**src/rtl/rr_arbiter_4.sv**
```systemverilog
// Four-requester round-robin arbiter with a bounded hold time per grant.
// Drives the select/enable inputs of a downstream 2-to-4 one-hot decoder.
module rr_arbiter_4 #(
   parameter int HOLD_MAX = 8,
   parameter int CNT_W    = 4
) (
   input  logic       clk,
   input  logic       rst_n,
   input  logic [3:0] i_req,
   input  logic       i_release,
   output logic [1:0] o_gnt_idx,
   output logic       o_gnt_en,
   output logic       o_timeout
);

   typedef enum logic {
      S_IDLE,
      S_GRANT
   } state_t;

   localparam logic [CNT_W-1:0] HOLD_LIM = CNT_W'(HOLD_MAX);
   localparam logic [CNT_W-1:0] CNT_ONE  = CNT_W'(1);

   state_t           r_state;
   logic [1:0]       r_ptr;
   logic [CNT_W-1:0] r_cnt;
   logic [1:0]       r_gnt_idx;
   logic             r_gnt_en;
   logic             r_timeout;

   logic             w_any;
   logic             w_end_rel;
   logic             w_end_wd;
   logic             w_end_to;
   logic             w_end;
   logic [1:0]       w_ptr_nxt;
   logic [1:0]       w_win_idle;
   logic [1:0]       w_win_end;

   // Lowest offset from ptr wins; scanning high-to-low lets it overwrite last.
   function automatic logic [1:0] f_pick(
      input logic [1:0] ptr,
      input logic [3:0] req
   );
      logic [1:0] idx;
      f_pick = ptr;
      for (int k = 3; k >= 0; k--) begin
         idx = ptr + 2'(k);
         if (req[idx]) f_pick = idx;
      end
   endfunction

   always_comb begin
      w_any      = |i_req;
      w_end_rel  = i_release;
      w_end_wd   = !i_req[r_gnt_idx];
      w_end_to   = (HOLD_MAX != 0) && (r_cnt == HOLD_LIM);
      w_end      = w_end_rel || w_end_wd || w_end_to;
      w_ptr_nxt  = r_gnt_idx + 2'd1;
      w_win_idle = f_pick(r_ptr, i_req);
      w_win_end  = f_pick(w_ptr_nxt, i_req);
   end

   always_ff @(posedge clk or negedge rst_n) begin
      if (!rst_n) begin
         r_state   <= S_IDLE;
         r_ptr     <= 2'd0;
         r_cnt     <= '0;
         r_gnt_idx <= 2'd0;
         r_gnt_en  <= 1'b0;
         r_timeout <= 1'b0;
      end else begin
         r_timeout <= 1'b0;
         unique case (r_state)
            S_IDLE: begin
               if (w_any) begin
                  r_gnt_idx <= w_win_idle;
                  r_gnt_en  <= 1'b1;
                  r_cnt     <= CNT_ONE;
                  r_state   <= S_GRANT;
               end
            end
            S_GRANT: begin
               if (w_end) begin
                  r_ptr     <= w_ptr_nxt;
                  // Only a pure hold expiry counts as a revocation.
                  r_timeout <= !w_end_rel && !w_end_wd && w_end_to;
                  if (w_any) begin
                     r_gnt_idx <= w_win_end;
                     r_cnt     <= CNT_ONE;
                  end else begin
                     r_gnt_en  <= 1'b0;
                     r_state   <= S_IDLE;
                  end
               end else if (r_cnt != '1) begin
                  r_cnt <= r_cnt + CNT_ONE;
               end
            end
            default: r_state <= S_IDLE;
         endcase
      end
   end

   assign o_gnt_idx = r_gnt_idx;
   assign o_gnt_en  = r_gnt_en;
   assign o_timeout = r_timeout;

endmodule

```
**config.mk**
```make
export PLATFORM = sky130hd
export DESIGN_NAME = rr_arbiter_4
export DESIGN_NICKNAME = d
export VERILOG_FILES = /design/src/rtl/rr_arbiter_4.sv
export SDC_FILE = /design/constraint.sdc
export NUM_CORES = 1
export LEC_CHECK = 0
export CAP_MARGIN = 20
export CORE_MARGIN = 1
export CORE_UTILIZATION = 60
export DETAILED_ROUTE_END_ITERATION = 12
export DONT_BUFFER_PORTS = 1
export PLACE_DENSITY = 0.73
export REMOVE_ABC_BUFFERS = 1
export SLEW_MARGIN = 10
export SYNTH_ARGS = -nofsm -noshare
export SYNTH_HDL_FRONTEND = slang
export SYNTH_SLANG_ARGS = --single-unit
```
**constraint.sdc**
```tcl
create_clock -name clk -period 2.19 [get_ports clk]
set_clock_uncertainty 0.1 [all_clocks]
set_input_delay 0.3285 -clock clk [delete_from_list [all_inputs] [get_ports clk]]
set_output_delay 0.3285 -clock clk [all_outputs]
set_load 0.03 [all_outputs]
```
==> Implementation_results.wiki <==
{| class="wikitable"
! Metric !! Value
|-
| Result of the run || completed
|-
| Total number of vias || 685
|-
| Final estimated routing congestion in global placement || 0.832
|-
| CTS Root Cell || sky130_fd_sc_hd__clkbuf_4
|-
| Overall power after layout || 873 uW
|-
| Number of distinct library cells after synthesis || 37
|-
| Final Cycle Share || 89.4%
|-
| Routed length per placed instance || 15.1 um
|-
| Clk_lat worst skew || 0.27 ns
|-
| Post-layout util || 69.7%
|-
| TritonCTS clock tree || built
|-
| Compound-gate portion of the synthesized area || 27.0%
|-
| Worst-path fanout max || 8
|-
| Instance count along the most critical hold path || 1
|-
| Maximum vdd drop || 713 uV
|-
| Number of resized instances in the post-cts repair step || 0
|-
| Worst reg2reg endpoint || o_gnt_idx[0]
|-
| Setup tns final || 0 ns
|-
| Element type at the critical path start || flop
|-
| Proportion of power drawn by combinational gates || 47.2%
|-
| Finished Cell Area || 816 um^2
|-
| Final setup viols || 0
|-
| Antenna fix cells || 0
|-
| Adder and majority cell fraction of the synthesized area || 4.71%
|-
| Worst min-delay path endpoint || r_state
|-
| Power share of the clock group || 16.2%
|-
| Die Area || 1480 um^2
|-
| Port Buffer Count || 0
|-
| Number of nets with antenna violations after routing || 0
|-
| Number of standard cells after synthesis || 93
|-
| Initial DRC Count || 23
|-
| Max Fclk || 0.511 GHz
|-
| Final hold violation count || 0
|-
| Max Root-Sink Buffers || 2
|-
| Synthesized cell area || 797 um^2
|-
| Setup slack, reg-to-reg || 0.23 ns
|-
| Seq pwr share || 36.6%
|-
| Cts bufs inserted || 3
|-
| Clock input transition at the sequential cells of the worst setup and hold paths || 0.07 ns
|-
| Number of global-route vias before repair || 607
|-
| # fillers || 96
|-
| Start point of the worst min-delay path || i_req[2]
|-
| Drt via density || 6.46
|-
| Std-Cell Rows || 12
|-
| Number of synthesis warnings || 0
|-
| Leakage power figure || 0.378 nW
|-
| Logic depth of the worst register-to-register path || 5
|-
| Simple-gate portion of the synthesized area || 16.8%
|-
| Sequential cell area || 275 um^2
|-
| Largest net degree at the start of global routing || 12
|-
| Number of synthesized register bits || 11
|-
| Critical Setup Path Class || reg2reg
|-
| Vertical extent of the die || 38.4 um
|-
| Final Critical Period || 1.96 ns
|-
| Critical path origin || o_gnt_idx[0]
|-
| Switching part of the total power || 41.1%
|-
| Post-place instance area || 779 um^2
|-
| Required time of the worst setup path || 2.24 ns
|-
| Total core area || 1170 um^2
|-
| Internal power || 514 uW
|-
| Initial antenna violation count || 0
|-
| Post-layout nets || 103
|-
| First-pass GRT wire length || 2.77 mm
|-
| Pin slew with the least headroom to its limit || 0.501 ns
|-
| Area growth syn-to-layout || 2.35%
|-
| Gr ovfl total || 0
|-
| Worst R2R Start || o_gnt_idx[0]
|-
| Number of clock sinks seen by CTS || 11
|-
| Largest family of logic cells by synthesized area || compound AO/OA/AOI/OAI gates
|-
| Post-synthesis sequential area ratio || 34.5%
|-
| Library cell occupying the most area in the post-synthesis netlist || sky130_fd_sc_hd__dfrtp_1
|-
| HPWL Detailed || 1.15 mm
|-
| Io pins || 11
|-
| Total power density per cell area || 1070 nW/um^2
|-
| Overall track demand over capacity in global routing || 28.7%
|-
| Die width || 38.4 um
|-
| Number of buffers added for setup after CTS || 0
|-
| Htree depth || 1
|-
| Worst-case headroom to the max-slew limit || 66.5%
|-
| NetSw || 359 uW
|-
| Max-cap violation count || 0
|-
| DRC errors left || 0
|-
| RSZ-0062 raised after global routing || no
|-
| Initial standard-cell utilization of the core || 68.1%
|-
| Area contributors post-synth || sky130_fd_sc_hd__dfrtp_1, sky130_fd_sc_hd__o21ai_0, sky130_fd_sc_hd__ha_1
|-
| Proportion of netlist area held by the largest area contributor || 34.5%
|-
| Slew Viols, Final || 0
|-
| Average footprint of a synthesized cell || 8.57 um^2
|-
| Area of combinational cells with multiple inputs || 438 um^2
|-
| First-pass iteration count of the detailed router || 4
|-
| Fraction of layout cells with a size suffix above 1 || 9.78%
|-
| Worst hold path class || in2reg
|-
| Xor/xnor share of the synthesized area || 1.10%
|-
| Arrival time at the worst endpoint || 2.01 ns
|-
| Endpoint class of the critical path || flop
|-
| Multiplexer fraction of the synthesized cell area || 5.34%
|-
| Overall routed net length || 1.60 mm
|}
metrics by stage:
stage | hold WS, ns | cells | setup slack [ns]
6_report | 0.261 | 106 | 0.232
5_1_grt | 0.250 | 106 | 0.170
4_1_cts | 0.249 | 106 | 0.245
3_3_place_gp | -0.0669 | 101 | 0.308
2_1_floorplan | -0.0671 | 85 | 0.0307
3_5_place_dp | -0.0669 | 101 | 0.264
routing by layer:
| layer | up-vias | wire length (um) | track usage, % |
|---|---|---|---|
| met5 | - | 0 | 0 |
| met4 | 0 | 27 | 12.9 |
| met3 | 5 | 93 | 9.88 |
| met2 | 20 | 706 | 39.8 |
| met1 | 326 | 770 | 39.8 |
| li1 | 334 | - | - |
sequential cells by signal (all words and copies together), names as in the netlist:
signal,flops
o_gnt_idx,2
r_ptr,2
o_timeout,1
o_gnt_en,1
r_cnt,4
r_state,1
cell usage in the layout, fill, tap and decap left out, types with 3 or more instances in the layout:
| cell | count |
|---|---|
| sky130_fd_sc_hd__dfrtp_1 | 11 |
| sky130_fd_sc_hd__inv_1 | 9 |
| sky130_fd_sc_hd__clkbuf_4 | 3 |
| sky130_fd_sc_hd__ha_1 | 3 |
| sky130_fd_sc_hd__a21oi_1 | 7 |
| sky130_fd_sc_hd__nor2_1 | 5 |
| sky130_fd_sc_hd__nand2_1 | 7 |
| sky130_fd_sc_hd__nor2b_1 | 4 |
| sky130_fd_sc_hd__o21ai_0 | 9 |
synth_stat cells, drive strengths merged:
cell	number
a21oi	7
or2	1
nor2b	4
a221oi	2
inv	9
nor2	5
clkbuf	3
mux2i	2
and3b	2
buf	5
ha	3
nand3b	1
o311ai	1
o22ai	2
dfrtp	11
o211ai	1
a2bb2oi	2
o221a	1
a21o	1
and3	1
nand4	1
o32ai	2
a211o	1
o21ai	10
mux4	1
nand2b	1
a31oi	2
nand2	7
a22o	1
nand3	1
xnor2	1
or4	1
final cells by class:
class / count / area share [%]
repair buffers: 3 / 3.07
flip-flops and latches: 11 / 33.7
clock buffers: 4 / 3.22
multi-input cells: 65 / 53.7
inverters: 9 / 4.14
well taps: 14 / 2.15
kinds of logic after synthesis:
group,Yosys count
AO/OA/AOI/OAI,33
XOR/XNOR,1
adder cells (fa/ha/maj),3
buffers and inverters,17
flip-flops,11
multiplexers,3
AND/OR/NAND/NOR,25
worst max-delay path, cell delays in order, from the launching register on:
cell and delay [ns]:
sky130_fd_sc_hd__dfrtp_1 0.37, sky130_fd_sc_hd__mux4_2 0.51, sky130_fd_sc_hd__and3b_1 0.27, sky130_fd_sc_hd__a211o_1 0.36, sky130_fd_sc_hd__a21oi_1 0.13, sky130_fd_sc_hd__o22ai_1 0.09
power groups by stage:
stage | sequential (mW) | clock (mW) | combinational (mW)
floorplan | 0.371 | 0 | 0.259
global placement | 0.319 | 0 | 0.398
detailed placement | 0.321 | 0 | 0.403
CTS | 0.318 | 0.142 | 0.411
global route | 0.332 | 0.162 | 0.460
finish | 0.319 | 0.141 | 0.412
timing repair:
| action | in CTS | in global routing |
|---|---|---|
| endpoints found under the hold margin | 11 | 0 |
| hold buffers | 1 | 0 |
| setup endpoints to repair | 0 | 0 |
how the worst max path moves through the flow:
stage | slack, ns | endpoint
floorplan | 0.03 | o_gnt_idx[0]
global placement | 0.31 | o_gnt_idx[0]
detailed placement | 0.26 | o_gnt_idx[0]
CTS | 0.24 | o_gnt_idx[0]
global route | 0.17 | o_gnt_idx[0]
finish | 0.23 | o_gnt_idx[0]
No activity file was read; power rests on OpenSTA's default activity.
